[config.mk]
export PLATFORM = sky130hd
export DESIGN_NAME = multicycle_controller
export DESIGN_NICKNAME = d
export VERILOG_FILES = /design/src/rtl/multicycle_controller.sv
export SDC_FILE = /design/constraint.sdc
export NUM_CORES = 1
export LEC_CHECK = 0
export ABC_CLOCK_PERIOD_IN_PS = 3100
export CAP_MARGIN = 40
export CORE_MARGIN = 8
export CORE_UTILIZATION = 51
export DETAILED_ROUTE_END_ITERATION = 8
export PLACE_DENSITY_LB_ADDON = 0.3
export SLEW_MARGIN = 10
export SYNTH_ARGS = -nofsm -noshare
export SYNTH_HDL_FRONTEND = slang
export SYNTH_SLANG_ARGS = --single-unit
[constraint.sdc]
create_clock -name clk -period 3.1 [get_ports clk]
set_input_delay 0.93 -clock clk [delete_from_list [all_inputs] [get_ports clk]]
set_output_delay 0.93 -clock clk [all_outputs]
set_load 0.01 [all_outputs]
[src/rtl/multicycle_controller.sv]
// Multicycle control FSM: sequences fetch/decode/execute/memory/writeback, runs the memory
// req/ack handshakes, holds the instruction register and counts retired instructions.
module multicycle_controller #(
    parameter int unsigned n       = 32,
    parameter int unsigned maxWait = 15,
    parameter int unsigned cntW    = 32
) (
    input  logic            clk,
    input  logic            reset,
    output logic            imemReq,
    input  logic            imemAck,
    input  logic [n-1:0]    imemData,
    output logic [n-1:0]    instruction,
    output logic            dmemReq,
    output logic            dmemWrite,
    input  logic            dmemAck,
    input  logic            zero,
    output logic            pcEnable,
    output logic            memToReg,
    output logic            pcSrc,
    output logic            aluSrc,
    output logic            regDst,
    output logic            jump,
    output logic            writeEnable,
    output logic [3:0]      aluControl,
    output logic            halted,
    output logic            error,
    output logic [cntW-1:0] retired
);

    localparam int unsigned WaitW = $clog2(maxWait + 1);

    localparam logic [4:0] OpR    = 5'b00000;
    localparam logic [4:0] OpAddi = 5'b00001;
    localparam logic [4:0] OpLw   = 5'b00010;
    localparam logic [4:0] OpSw   = 5'b00011;
    localparam logic [4:0] OpBeq  = 5'b00100;
    localparam logic [4:0] OpJ    = 5'b00101;
    localparam logic [4:0] OpHalt = 5'b11111;

    localparam logic [3:0] AluAdd = 4'b0010;
    localparam logic [3:0] AluSub = 4'b0110;

    typedef enum logic [2:0] {Fetch, Decode, Exec, Mem, Wb, Halt} state_t;

    state_t           state;
    logic [WaitW-1:0] waitCnt;
    logic [4:0]       opcode;
    logic             isImm;
    logic             legal;
    logic             timeout;
    logic [3:0]       aluOp;

    assign opcode  = instruction[n-1 -: 5];
    assign isImm   = (opcode == OpAddi) || (opcode == OpLw) || (opcode == OpSw);
    assign legal   = isImm || (opcode == OpR) || (opcode == OpBeq) || (opcode == OpJ);
    assign timeout = (waitCnt == WaitW'(maxWait - 1));

    always_comb begin
        aluOp = 4'b0000;
        if (opcode == OpR) begin
            aluOp = instruction[3:0];
        end else if (isImm) begin
            aluOp = AluAdd;
        end else if (opcode == OpBeq) begin
            aluOp = AluSub;
        end
    end

    always_ff @(posedge clk or negedge reset) begin
        if (!reset) begin
            state       <= Fetch;
            instruction <= '0;
            retired     <= '0;
            error       <= 1'b0;
            waitCnt     <= '0;
        end else begin
            unique case (state)
                Fetch: begin
                    if (imemAck) begin
                        instruction <= imemData;
                        state       <= Decode;
                    end else if (timeout) begin
                        state <= Halt;
                        error <= 1'b1;
                    end else begin
                        waitCnt <= waitCnt + 1'b1;
                    end
                end
                Decode: begin
                    waitCnt <= '0;
                    if (opcode == OpHalt) begin
                        state <= Halt;
                    end else if (legal) begin
                        state <= Exec;
                    end else begin
                        state <= Halt;
                        error <= 1'b1;
                    end
                end
                Exec: begin
                    waitCnt <= '0;
                    if ((opcode == OpBeq) || (opcode == OpJ)) begin
                        retired <= retired + 1'b1;
                        state   <= Fetch;
                    end else if ((opcode == OpLw) || (opcode == OpSw)) begin
                        state <= Mem;
                    end else begin
                        state <= Wb;
                    end
                end
                Mem: begin
                    if (dmemAck) begin
                        waitCnt <= '0;
                        if (opcode == OpSw) begin
                            retired <= retired + 1'b1;
                            state   <= Fetch;
                        end else begin
                            state <= Wb;
                        end
                    end else if (timeout) begin
                        state <= Halt;
                        error <= 1'b1;
                    end else begin
                        waitCnt <= waitCnt + 1'b1;
                    end
                end
                Wb: begin
                    waitCnt <= '0;
                    retired <= retired + 1'b1;
                    state   <= Fetch;
                end
                default: state <= Halt;
            endcase
        end
    end

    // Outputs are gated by reset so they read 0 while reset is held, even in Fetch.
    always_comb begin
        imemReq     = 1'b0;
        dmemReq     = 1'b0;
        dmemWrite   = 1'b0;
        pcEnable    = 1'b0;
        memToReg    = 1'b0;
        pcSrc       = 1'b0;
        aluSrc      = 1'b0;
        regDst      = 1'b0;
        jump        = 1'b0;
        writeEnable = 1'b0;
        aluControl  = 4'b0000;
        halted      = 1'b0;
        if (reset) begin
            unique case (state)
                Fetch: imemReq = 1'b1;
                Exec: begin
                    aluSrc     = isImm;
                    aluControl = aluOp;
                    if (opcode == OpBeq) begin
                        pcSrc    = zero;
                        pcEnable = 1'b1;
                    end
                    if (opcode == OpJ) begin
                        jump     = 1'b1;
                        pcEnable = 1'b1;
                    end
                end
                Mem: begin
                    dmemReq    = 1'b1;
                    dmemWrite  = (opcode == OpSw);
                    aluSrc     = 1'b1;
                    aluControl = aluOp;
                    pcEnable   = dmemAck && (opcode == OpSw);
                end
                Wb: begin
                    writeEnable = 1'b1;
                    regDst      = (opcode == OpR);
                    memToReg    = (opcode == OpLw);
                    aluSrc      = isImm;
                    aluControl  = aluOp;
                    pcEnable    = 1'b1;
                end
                Halt: halted = 1'b1;
                default: ;
            endcase
        end
    end

endmodule

==> results.md <==
* WL/cell at 17.3 um
* Syn Nets at 382
* Worst Hold End: retired[31]
* Worst Setup Start Kind: register
* Initial core utilization at 53.0%
* Final setup vio count at 0
* Worst relative slew slack at 48.3%
* Synth Warn # at 0
* PortBufs at 116
* Commonest non-fill, non-tap cells in the layout: clkdlybuf4s50_1 (107), dfrtp_1 (72), mux2_1 (31)
* Final-report max-slew violation count at 0
* CTS root buf: clkbuf_8
* WHS Path Cells at 1
* Post-synthesis average cell area at 11.3 um2
* Crit Path Max Fanout at 7
* HPWL Detailed at 7.18 mm
* Reg area at 1800 um2
* Final worst-path cycle share at 97.1%
* Most common cell after layout, fill and taps aside: clkdlybuf4s50_1
* Boundary Pins at 117
* Total of max-cap violations at 0
* Via count at 3141
* Drt pass-1 iters at 4
* Core Area at 7290 um2
* CTS tree: yes
* Area occupied by multi-input gates at 1920 um2
* Clock-pin slew on the worst setup and hold paths at 0.08 ns
* CP Cell Sequence: or4b_1 > nor4_1 > dlygate4sd2_1
* Critical R2R Launch: state[1]
* RSZ-0062 raised after global routing: false
* Vias/cell at 5.56
* Number of flops mapped to enable cells by yosys at 0
* Upper clock frequency limit at 332 MHz
* Synthesized area at 3870 um2
* # DRC at 0
* Final core occ at 73.5%
* Inserted Clock Buffers at 9
* Synth area leader: dfrtp_1
* Die Y at 103 um
* Nets at 501
* Slew @ Worst Pin at 0.775 ns
* Antenna Cells at 0
* Slowest Stage Delay on Critical Path at 0.60 ns
* CTS Buffer Depth at 2
* Die area at 10600 um2
* Worst Path Required at 2.17 ns
* Fin. Hold Viols at 0
* Flops & latches, synth at 72
* All-Layer GR Usage at 19.2%
* Reg2reg setup slack at 1.03 ns
* Async SR Flop Fraction at 100%
* Vias in the first global route at 3275
* Antenna violations before repair at 0
* Gr ovfl total at 0
* Peak VDD IR at 0.298 mV
* Final GP Congestion at 0.854
* Share of layout cells above drive strength 1 at 12.4%
* Worst Clk Skew at 0.00811 ns
* CP Class: register to output port
* Fill count at 566
* Status: completed
* Final setup TNS at 0 ns
* Worst-skew pair later-pin latency at 0.33 ns
* Register area share after synthesis at 46.6%
* Rows at 31
* H-tree depth at 3
* Kind of end point of the critical path: output port
* Reg2reg path depth at 6
* WL final at 9.80 mm
* Iteration-0 DRC Markers at 126
* Tot Pwr at 1860 uW
* Min cycle time layout at 3.01 ns
* Largest net degree at the start of global routing at 63
* Leakage at 0.00211 uW
* CP max-delay cell: or4b_1
* Tightest Hold Check Type: register to register
* Most used DFF post-synth: dfrtp_1
* Synth top area cells: dfrtp_1 (47%), mux2_1 (9.0%), xor2_1 (6.1%), a2111oi_2 (5.4%), a211oi_1 (2.3%)
* Area grow syn2layout at 38.6%
* Worst Hold Slack at 0.468 ns
* Yosys top cell area share at 46.6%
* Detail Route Antenna Nets at 0
* Post-Syn Instances at 342
* PD cells at 346 nW/um2
* Yosys cell types at 52
* First-pass GRT wire length at 16.0 mm
* Crit path DAT at 2.08 ns
* FF-to-FF End: retired[1]
* Die X at 103 um
* Hold Crit Start: retired[31]
* Clk sinks at 72
[per-stage QoR]
stage	cells	cell area, um2	setup WS, ns
2_1_floorplan	342	3870	0.403
3_5_place_dp	549	5160	-0.339
3_3_place_gp	549	5160	-0.349
5_1_grt	565	5360	0.0107
6_report	565	5360	0.0887
4_1_cts	565	5340	0.0505
[report_power, final]
part | switching (uW) | total [uW] | internal (uW)
logic | 76.3 | 180 | 104
registers | 17.1 | 979 | 962
clock network | 357 | 697 | 340
[layout make-up]
| type | count | area share (%) |
|---|---|---|
| Tap cell | 99 | 2.31 |
| Inverter | 14 | 0.981 |
| Clock buffer | 11 | 2.83 |
| Clock inverter | 5 | 0.724 |
| Sequential cell | 72 | 33.6 |
| Timing Repair Buffer | 129 | 23.6 |
| Multi-Input combinational cell | 235 | 35.9 |
[cells by family after synthesis]
logic type / synth area share [%]
flops: 46.6
buf+inv: 4.17
mux: 9.03
fa+ha+maj: 0.971
compound gates: 16.0
xor+xnor: 7.25
simple gates: 16.0
[how the worst max path moves through the flow]
stage | startpoint | to | slack (ns) | cells after the start
floorplan | dmemAck | pcEnable | 0.40 | 4
global placement | dmemAck | pcEnable | -0.35 | 5
detailed placement | dmemAck | pcEnable | -0.34 | 5
CTS | state[1] | aluControl[2] | 0.05 | 5
global route | dmemAck | pcEnable | 0.01 | 5
finish | instruction[31] | memToReg | 0.09 | 3
[synth_stat cells, types with 8 or more instances]
library cell   n
dfrtp_1       72
mux2_1        31
xor2_1        27
nand2_1       21
a2111oi_2     14
inv_1         14
nand3_1       14
a211oi_1      12
nor2_1        12
o21ai_0       10
clkbuf_1       9
and4_1         8
[worst max-delay path, delay by kind of cell, from the launching register on]
family,cells,cell delay (ns)
and+or+nand+nor,2,0.94
DFF,1,0.50
buffers and inverters,1,0.32
[registers in the layout (all words and copies together) (netlist names)]
name / count
retired: 32
error: 1
waitCnt: 4
state: 3
instruction: 32
[metal layers]
layer,track usage (%),vias up,part of all wire [%]
li1,-,1506,-
met4,4.34,0,0.82
met2,31.0,95,48
met3,9.05,9,11
met5,0,-,0
met1,22.6,1531,40
[what timing repair did]
item	CTS	global route
gates resized for setup	8	6
pin swaps	1	0
endpoints found under the setup margin	5	4
setup buffers	0	0
endpoints found under the hold margin	0	0
hold buffers	0	0
(Power assumes the default switching activity.)
